`config.mk`:
```
export PLATFORM = sky130hd
export DESIGN_NAME = wb_write_arbiter
export DESIGN_NICKNAME = d
export VERILOG_FILES = /design/src/rtl/wb_write_arbiter.sv
export SDC_FILE = /design/constraint.sdc
export NUM_CORES = 1
export LEC_CHECK = 0
export BUFFER_PORTS_ARGS = -buffer_cell sky130_fd_sc_hd__buf_2
export CORE_MARGIN = 2
export CORE_UTILIZATION = 35
export DETAILED_ROUTE_END_ITERATION = 6
export GPL_ROUTABILITY_DRIVEN = 1
export GPL_TIMING_DRIVEN = 0
export PLACE_DENSITY_LB_ADDON = 0.2
export SLEW_MARGIN = 25
export SYNTH_ARGS = -nofsm -noshare
export SYNTH_HDL_FRONTEND = slang
export SYNTH_SLANG_ARGS = --single-unit
```
`constraint.sdc`:
```
create_clock -name clk -period 3.35 [get_ports clk]
set_input_delay 0.335 -clock clk [delete_from_list [all_inputs] [get_ports clk]]
set_output_delay 0.335 -clock clk [all_outputs]
set_load 0.03 [all_outputs]
```
`src/rtl/wb_write_arbiter.sv`:
```
// Writeback arbiter: merges EX (src0) and MEM (src1) results through per-source FIFOs
// into one registered register-file write per cycle, with a starvation guard for src1.
module wb_write_arbiter #(
  parameter int TAG_WIDTH    = 2,
  parameter int FIFO_DEPTH   = 4,
  parameter int STARVE_LIMIT = 4
) (
  input  logic                 clk,
  input  logic                 reset,
  input  logic                 src0_valid,
  output logic                 src0_ready,
  input  logic [4:0]           src0_addr,
  input  logic [TAG_WIDTH-1:0] src0_tag,
  input  logic [31:0]          src0_data,
  input  logic                 src1_valid,
  output logic                 src1_ready,
  input  logic [4:0]           src1_addr,
  input  logic [TAG_WIDTH-1:0] src1_tag,
  input  logic [31:0]          src1_data,
  output logic                 wr_ch0_en,
  output logic [4:0]           wr_ch0_addr,
  output logic [TAG_WIDTH-1:0] wr_ch0_tag,
  output logic [31:0]          wr_ch0_data,
  output logic                 busy
);

  localparam int PTR_W = $clog2(FIFO_DEPTH);
  localparam int CNT_W = $clog2(FIFO_DEPTH + 1);
  localparam int STV_W = $clog2(STARVE_LIMIT + 1);

  typedef struct packed {
    logic [4:0]           addr;
    logic [TAG_WIDTH-1:0] tag;
    logic [31:0]          data;
  } entry_t;

  entry_t [1:0]     in_entry;
  entry_t [1:0]     head;
  logic   [1:0]     in_valid;
  logic   [1:0]     full;
  logic   [1:0]     head_valid;
  logic   [1:0]     push;
  logic   [1:0]     grant;
  logic [STV_W-1:0] starve_cnt;

  assign in_entry[0] = {src0_addr, src0_tag, src0_data};
  assign in_entry[1] = {src1_addr, src1_tag, src1_data};
  assign in_valid    = {src1_valid, src0_valid};

  // Writes to r0 are accepted so the producer is not stalled, but never queued.
  for (genvar i = 0; i < 2; i++) begin : g_fifo
    entry_t           mem [FIFO_DEPTH];
    logic [PTR_W-1:0] wr_ptr;
    logic [PTR_W-1:0] rd_ptr;
    logic [CNT_W-1:0] count;

    assign full[i]       = (count == CNT_W'(FIFO_DEPTH));
    assign head_valid[i] = (count != '0);
    assign head[i]       = mem[rd_ptr];
    assign push[i]       = in_valid[i] & ~full[i] & (in_entry[i].addr != 5'd0);

    always_ff @(posedge clk) begin
      if (push[i]) begin
        mem[wr_ptr] <= in_entry[i];
      end
    end

    always_ff @(posedge clk or posedge reset) begin
      if (reset) begin
        wr_ptr <= '0;
        rd_ptr <= '0;
        count  <= '0;
      end else begin
        if (push[i]) begin
          wr_ptr <= wr_ptr + PTR_W'(1);
        end
        if (grant[i]) begin
          rd_ptr <= rd_ptr + PTR_W'(1);
        end
        count <= count + CNT_W'(push[i]) - CNT_W'(grant[i]);
      end
    end
  end

  assign src0_ready = ~full[0];
  assign src1_ready = ~full[1];

  // src0 has priority unless src1 has lost STARVE_LIMIT arbitrations in a row.
  always_comb begin
    grant = '0;
    if (head_valid[0] && (!head_valid[1] || starve_cnt < STV_W'(STARVE_LIMIT))) begin
      grant[0] = 1'b1;
    end else if (head_valid[1]) begin
      grant[1] = 1'b1;
    end
  end

  always_ff @(posedge clk or posedge reset) begin
    if (reset) begin
      starve_cnt <= '0;
    end else if (grant[1]) begin
      starve_cnt <= '0;
    end else if (head_valid[1] && grant[0] && starve_cnt != STV_W'(STARVE_LIMIT)) begin
      starve_cnt <= starve_cnt + STV_W'(1);
    end
  end

  always_ff @(posedge clk or posedge reset) begin
    if (reset) begin
      wr_ch0_en   <= 1'b0;
      wr_ch0_addr <= '0;
      wr_ch0_tag  <= '0;
      wr_ch0_data <= '0;
    end else begin
      wr_ch0_en <= |grant;
      if (grant[0]) begin
        {wr_ch0_addr, wr_ch0_tag, wr_ch0_data} <= head[0];
      end else if (grant[1]) begin
        {wr_ch0_addr, wr_ch0_tag, wr_ch0_data} <= head[1];
      end
    end
  end

  assign busy = (|head_valid) | wr_ch0_en;

endmodule
```
---- Yosys cells after proc, flatten, opt, wreduce, memory -nomap -nowiden ----
Memory sizes are Yosys's and may differ from the RTL's.
Cells that the tools add are included.
cells by class
  add/sub/neg operators ................... 9
  $lt $le $gt $ge ......................... 1
  equal/unequal tests ..................... 3
  muxes and demuxes ....................... 15
  bitwise logic cells ..................... 7
  reduce and logical (&&, ||, !) cells .... 13
operator list
  kind                                          count
  2-to-1 mux 32 bit                             2
  2-to-1 mux 5 bit                              2
  nonzero test 5 bit                            2
  adder 2 x 1 -> 2 bit (second input constant)  4
  2-to-1 mux 1 bit                              7
  adder 3 x 1 -> 3 bit                          2
  equality test 3 bit (second input constant)   2
  2-to-1 mux 3 bit                              2
  nonzero test 3 bit                            2
  subtractor 3 x 1 -> 3 bit                     2
  bitwise AND 1 bit                             4
  2-to-1 mux 2 bit                              2
  nonzero test 2 bit                            2
  OR reduction 2 bit                            2
  adder 3 x 1 -> 3 bit (second input constant)  1
  logical AND 1 bit                             3
  < comparator 3 bit (second input constant)    1
  != test 3 bit (second input constant)         1
  NOT 1 bit                                     2
  logical NOT 1 bit                             1
  logical OR 1 bit                              1
  OR 1 bit                                      1
word-level totals
  bits in registers ....................... 57
  memory bits (writable) .................. 312
  bits of input ports ..................... 82
  memories kept ........................... 2
memories
  name           words  bits a word  rd ports  clocked after Yosys merged registers in  write ports  RTL line  text
  g_fifo[0].mem  4      39           1         0                                        1            52        entry_t mem [FIFO_DEPTH];
  g_fifo[1].mem  4      39           1         0                                        1            52

---- Longest topological paths before layout ----
Gate-level depths: netlist of the first run.
  word-level depth ........................ 9
  mapped depth ............................ 11
  mapped depth without buffers ............ 8

---- Worst setup path after synthesis of the first run ----
No wires, ideal clock.
  kind .................................... register to register
  start point ............................. reg g_fifo[1].count[2]
  end point ............................... mem g_fifo[1].mem[0][0] (netlist bit), enable pin
  arrival ................................. 1.964 ns
  data required time ...................... 2.950 ns
  path slack .............................. 0.985 ns
  stages on the path, launching flop included .. 4
  period minus slack after synthesis ...... 2.365 ns
  cell sequence ........................... dfrtp_1 or3b_2 o211a_1 and2_1
between the ends
  longest elaborated chain between the ends .. 6
ends and longest elaborated chain
  what                                    RTL line  text
  start: declaration                      55        logic [CNT_W-1:0] count;
  start signal: assignment                80        count <= count + CNT_W'(push[i]) - CNT_W'(grant[i]);
  equality test 3 bit                     57        assign full[i] = (count == CNT_W'(FIFO_DEPTH));
  NOT 1 bit                               -
  via src1_ready                          16        output logic src1_ready,
  bitwise AND 1 bit (2 in series)         60        assign push[i] = in_valid[i] & ~full[i] & (in_entry[i].addr != 5'd0);
  via push[1]                             42        logic [1:0] push;
  2-to-1 mux 1 bit                        63        if (push[i]) begin
  2-to-1 mux 1 bit (implied by the code)  64        mem[wr_ptr] <= in_entry[i];
  end: declaration                        52
The timed path passes the listed nets, and every way through them passes these cells.

---- Worst setup path after layout of the first run ----
  start point ............................. reg g_fifo[0].count[1]
  end point ............................... reg g_fifo[1].count[2]
between the ends
  longest elaborated chain between the ends .. 4
ends and longest elaborated chain
  what                       RTL line  text
  start: declaration         55
  start signal: assignment   80
  nonzero test 3 bit         58        assign head_valid[i] = (count != '0);
  logical AND 1 bit          91        if (head_valid[0] && (!head_valid[1] || starve_cnt < STV_W'(STARVE_LIMIT))) begin
  2-to-1 mux 1 bit           91
  subtractor 3 x 1 -> 3 bit  80
Every way passes these cells.
A chain may end at the register's enable or synchronous reset.

==> flow_summary.ini, run 1 <==
[route]
vias_per_cell = 5.07
drt_iter0_drc = 406
drc = 0
ant_nets = 0
dr_total_vias = 7463
firstDrtPassIters = 5
wire_per_inst_um = 22.3
wirelength_mm = 32.8

[layout]
drive_gt1_share_pct = 31.1
area_delta_synth_final_pct = 18.5
fillers = 3696
stdcell_count = 1472
layout.area.seq_mm2 = 0.0108
finalNetCount = 1008
n_antenna_cell = 0
multi_input_comb_area_mm2 = 0.00348

[synthesis]
synth_area_mm2 = 0.0146
synth_top_area_share_pct = 64.3
yosysWarnings = 0
synth_commonest_cells = edfxtp_1 (312), a211oi_1 (78), mux4_2 (78)
synthMostInstantiatedCell = edfxtp_1
async_flop_share_pct = 15.4
ys_types = 32
syn-num-nets = 823
syn_inst = 727
syn_avg_cell_area_um2 = 20.0
synth-main-ff-cell = edfxtp_1
synthTopCellsByArea = edfxtp_1 (64%), mux4_2 (12%), dfrtp_1 (9.8%), a211oi_1 (4.0%), mux2i_1 (2.7%)
yosysSeqAreaShare_pct = 74.1
synth_edf_count = 312
synth_top_cell_by_area = edfxtp_1
ys_ff_latch = 369

[timing]
hold_viol = 0
setup_viol = 0
fmax_ghz = 0.361
fin_setup_tns_ns = 0
tightestPinTransition_ns = 0.983
min_period_over_period_pct = 82.8
worst_slack_ns = 0.577
relSlewSlack_pct = 33.9
rsz0062_at_grt = false
clock_skew_ns = 0.00703
maxSlewViolCount = 0
fin_crit_ns = 2.77

[worst_setup_path]
ff2ff_setup_slack_ns = 0.58
path_max_fanout = 6
critPathLaunchType = register
worstSetupPathType = register to register
r2r-end = g_fifo[1].count[2]
r2r-start = g_fifo[0].count[1]
rr_worst_depth = 8
crit_arrival_ns = 3.18
critical_path_required_ns = 3.75
cp-end-kind = register

[clock_network]
clk_pin_slew_worst_paths_ns = 0.06
postCtsSetupBuffers = 0
cts_sinks = 369
cts_root_buffer = clkbuf_16
cts_max_level = 2
cts_made_buffers = 39
cts_buffer_depth = 3
cts_tree = built
clk-insertion-delay-late_ns = 0.52

[place]
gp_congestion = 0.749
pre_cts_slack_ns = 0.547
placedCellCount = 1384
io_buffers = 124
dp_hpwl_mm = 21.6

[global_route]
grt-ovfl-total = 0
grt_max_degree = 48
grt_pass1_wl_mm = 50.1
grt_pass1_vias = 7927
antenna_found_initial = 2
gr-usage-all-layers_pct = 15.4

[die]
io_pins = 125
die_x_um = 208
die_h_um = 208
dieArea_mm2 = 0.0433
rows = 74
coreArea_mm2 = 0.0409
initial_core_util_pct = 35.6

[pwr]
vdd_ir_drop_max_v = 0.000481
p_total_mw = 16.4
p_leak_nw = 6.11
power_density_mw_per_mm2 = 950

[worst_hold_path]
holdPathEnd = g_fifo[1].mem[1][19]
hp-start = src1_data[19]
worstHoldPathCells = 1
hold_path.class = primary input to register

[outcome]
status = completed

[run]
maxCapViolCount = 0
## cells by family after synthesis
logic type,count (synthesis),share of synthesized area [%]
AND/OR/NAND/NOR,66,2.44
AO/OA/AOI/OAI,87,4.43
buffers and inverters,61,2.11
multiplexers,120,15.0
adder cells (fa/ha/maj),14,1.31
flip-flops,369,74.1
XOR/XNOR,10,0.602
## area by class of cell
class	instances	area share, %
flip-flops and latches	369	62.6
inverters	11	0.254
plain buffers	50	1.54
well taps	532	3.86
repair buffers	144	4.86
clock buffers	55	6.37
clock inverters	14	0.348
multi-input cells	297	20.2
## metrics by stage
stage | cell area, um2 | hold slack, ns | utilization, %
detailed placement | 15900 | 0.276 | 38.8
floorplan | 14600 | 0.434 | -
global route | 17300 | 0.00929 | 42.2
CTS | 17200 | 0.000642 | 42.1
global placement | 15800 | 0.523 | 38.7
finish | 17300 | 0.0263 | 42.2
## worst max-delay path, cell delays in order, from the launching register on
cell	delay, ns
dfrtp_1	0.42
nor3_1	0.81
o21ai_0	0.33
o21ai_0	0.23
ha_1	0.16
inv_1	0.05
fa_1	0.38
xnor2_1	0.15
xnor2_1	0.13
## sequential cells by signal, summed over array words and instances, names as in the netlist
name and count:
g_fifo.wr_ptr 4, wr_ch0_en 1, wr_ch0_addr 5, wr_ch0_data 32, wr_ch0_tag 2, starve_cnt 3
g_fifo.count 6, g_fifo.rd_ptr 4, g_fifo.mem 312
## placed cells by master (no fill, tap or decap), types with 12 or more instances in the layout
cell type / n
clkbuf_1: 34
mux2i_1: 40
mux4_2: 78
dfrtp_1: 57
buf_2: 136
edfxtp_1: 312
nor3_1: 40
a211oi_1: 78
clkbuf_16: 41
dlygate4sd3_1: 19
ha_1: 12
## how the worst max path moves through the flow
stage / start / end / slack (ns) / depth (start not counted)
5_1_grt: g_fifo[0].count[1] / g_fifo[1].count[2] / 0.38 / 8
3_5_place_dp: g_fifo[0].count[2] / g_fifo[1].count[2] / 0.55 / 8
6_report: g_fifo[0].count[1] / g_fifo[1].count[2] / 0.58 / 8
2_1_floorplan: g_fifo[1].count[2] / g_fifo[1].mem[0][0] / 0.99 / 3
3_3_place_gp: g_fifo[0].count[2] / g_fifo[0].mem[1][9] / 0.13 / 3
4_1_cts: g_fifo[0].count[1] / g_fifo[1].count[2] / 0.54 / 8
## routing by layer
layer | wire length [um] | global-route usage [%] | share of wire (%) | vias to the layer above
met2 | 16000 | 25.2 | 49 | 151
met4 | 584 | 3.60 | 1.8 | 4
met1 | 14500 | 21.0 | 44 | 3878
li1 | - | - | - | 3379
met5 | 23 | 0 | 0.070 | -
met3 | 1770 | 3.67 | 5.4 | 51
## report_power, final
part           switching [mW]  total (mW)  internal (mW)
Combinational            3.51        5.82           2.30
Clock                    1.67        3.95           2.28
Sequential              0.403        6.62           6.22
## repair_timing
item	4_1_cts	5_1_grt
resized for setup	0	0
hold endpoints to repair	68	0
hold buffers	19	0
(Power assumes the default switching activity.)
==> run 2: changes to the inputs <==
==> constraint.sdc (replaced) <==
create_clock -name clk -period 2.7 [get_ports clk]
set_input_delay 0.27 -clock clk [delete_from_list [all_inputs] [get_ports clk]]
set_output_delay 0.27 -clock clk [all_outputs]
set_load 0.03 [all_outputs]
==> run 2 against run 1 <==
Die area is the same. Non-clock buffer count grew 59. Sequential cell count is the same. Clock power grew 24%. Via count grew 3.0%. First-iteration DRC count grew 11%. Count of clock-buffer cells in the layout is the same. Combinational power grew 25%. Critical path depth shrank 2. Core utilization grew 1.5 points. Global-route usage grew 0.14 points. Total power grew 25%. Largest cell class unchanged.
==> flow_summary.ini, run 2 (synthesis results as in run 1) <==
[layout]
layout.area.seq_mm2 = 0.0108
multi_input_comb_area_mm2 = 0.00349
drive_gt1_share_pct = 29.3
area_delta_synth_final_pct = 22.6
finish.utilization_pct = 43.6
layout_commonest_cell = edfxtp_1
mostFrequentLayoutCells = edfxtp_1 (312), buf_2 (136), mux4_2 (78), a211oi_1 (78), dlygate4sd3_1 (78)
top_register = g_fifo.mem
top_regs = g_fifo.mem: 312 flops, wr_ch0_data: 32 flops, g_fifo.count: 6 flops
n_antenna_cell = 0
largest_reg_flops = 312
fillers = 3666
finalNetCount = 1067

[worst_setup_path]
worstSetupPathType = register to output pin
crit_slowest_cell = dfrtp_1
critical_path_required_ns = 2.43
cp-end-kind = output pin
critPathLaunchType = register
path_max_fanout = 10
rr_worst_depth = 8
ff2ff_setup_slack_ns = 0.26
slowest_delay_ns = 0.42
crit_arrival_ns = 2.31
crit_path_cell_trace = or3_1 > buf_2 > buf_6 > buf_6 > or3_1 > buf_2

[worst_hold_path]
worstHoldPathCells = 1
hold_path.class = primary input to register

[clock_network]
cts_tree = built
cts_root_buffer = clkbuf_16
clk_pin_slew_worst_paths_ns = 0.06
cts_max_level = 2
clk-insertion-delay-late_ns = 0.52
cts_made_buffers = 39
cts_buffer_depth = 3
cts_sinks = 369

[pwr]
power_density_mw_per_mm2 = 1140
p_leak_nw = 6.35
p_total_mw = 20.4
vdd_ir_drop_max_v = 0.000599

[die]
die_x_um = 208
dieArea_mm2 = 0.0433
initial_core_util_pct = 35.6
io_pins = 125
die_h_um = 208
rows = 74
coreArea_mm2 = 0.0409

[route]
firstDrtPassIters = 4
dr_total_vias = 7686
ant_nets = 0
vias_per_cell = 5.02
wirelength_mm = 33.2
drt_iter0_drc = 451
drc = 0
wire_per_inst_um = 21.7

[place]
io_buffers = 124
dp_hpwl_mm = 21.6
gp_congestion = 0.749

[timing]
min_period_over_period_pct = 95.4
fin_crit_ns = 2.58
setup_viol = 0
maxSlewViolCount = 0
relSlewSlack_pct = 50.5
tightestPinTransition_ns = 0.743
timing.hold.ws_ns = 0.0311
rsz0062_at_grt = false
hold_viol = 0
clock_skew_ns = 0.00921
fmax_ghz = 0.388

[run]
maxCapViolCount = 0

[global_route]
antenna_found_initial = 0
gr-usage-all-layers_pct = 15.5
grt_max_degree = 48
grt_pass1_wl_mm = 50.9
grt_pass1_vias = 8233
grt-ovfl-total = 0

[outcome]
status = completed
-- run 2: changes by cell type in the layout (fill, tap and decap cells not counted) --
cell	change
nor3_2	+1
nor3_1	-1
dlygate4sd3_1	+59
-- run 2: final timing paths --
path / start / endpoint
worst max-delay path: g_fifo[0].count[2] / busy
worst min-delay path: src1_addr[4] / g_fifo[1].mem[2][38]
worst max register to register: g_fifo[0].count[2] / g_fifo[1].count[2]
worst min register to register: g_fifo[1].count[2] / g_fifo[1].count[2]
max in group asynchronous: reset / wr_ch0_data[27]
min in group asynchronous: reset / wr_ch0_data[9]
-- run 2: per-layer routing --
metal  global-route usage, %  wire length, um  up-vias
met1                    21.1            14700     3986
met3                    3.47             1730       47
li1                        -                -     3501
met5                       0                0        -
met2                    25.7            16200      152
met4                    3.60              575        0
-- run 2: cell type report --
type | instances | share of cell area [%]
flip-flops and latches | 369 | 60.5
clock inverters | 14 | 0.337
repair buffers | 203 | 8.01
clock buffers | 55 | 6.16
multi-input cells | 297 | 19.5
inverters | 11 | 0.245
plain buffers | 50 | 1.49
well taps | 532 | 3.73
-- run 2: stage by stage --
stage	std cells	setup WS (ns)	cell area, um2	TNS, ns
2_1_floorplan	727	0.335	14600	0
3_3_place_gp	1383	-0.523	15800	-156.68
3_5_place_dp	1384	-0.103	15900	-0.103
4_1_cts	1531	0.0824	17800	0
5_1_grt	1531	0.0152	17800	0
6_report	1531	0.125	17800	0
-- run 2: worst max-delay path, delay by kind of cell, from the launching register on --
kind                   cells  cell delay (ns)
AND/OR/NAND/NOR            2             0.71
buffers and inverters      4             0.66
flip-flops                 1             0.42
-- run 2: power by group --
group	total (mW)	switching [mW]	internal [mW]	leakage, nW
Combinational	7.30	4.39	2.91	2.27
Clock	4.90	2.07	2.82	0.570
Sequential	8.22	0.504	7.71	3.52
Total	20.4	6.96	13.5	6.35
-- run 2: timing repair --
action	in CTS	in global routing
gates resized for setup	1	0
endpoints found under the setup margin	1	0
setup buffers	0	0
hold buffers	78	0
endpoints found under the hold margin	365	0
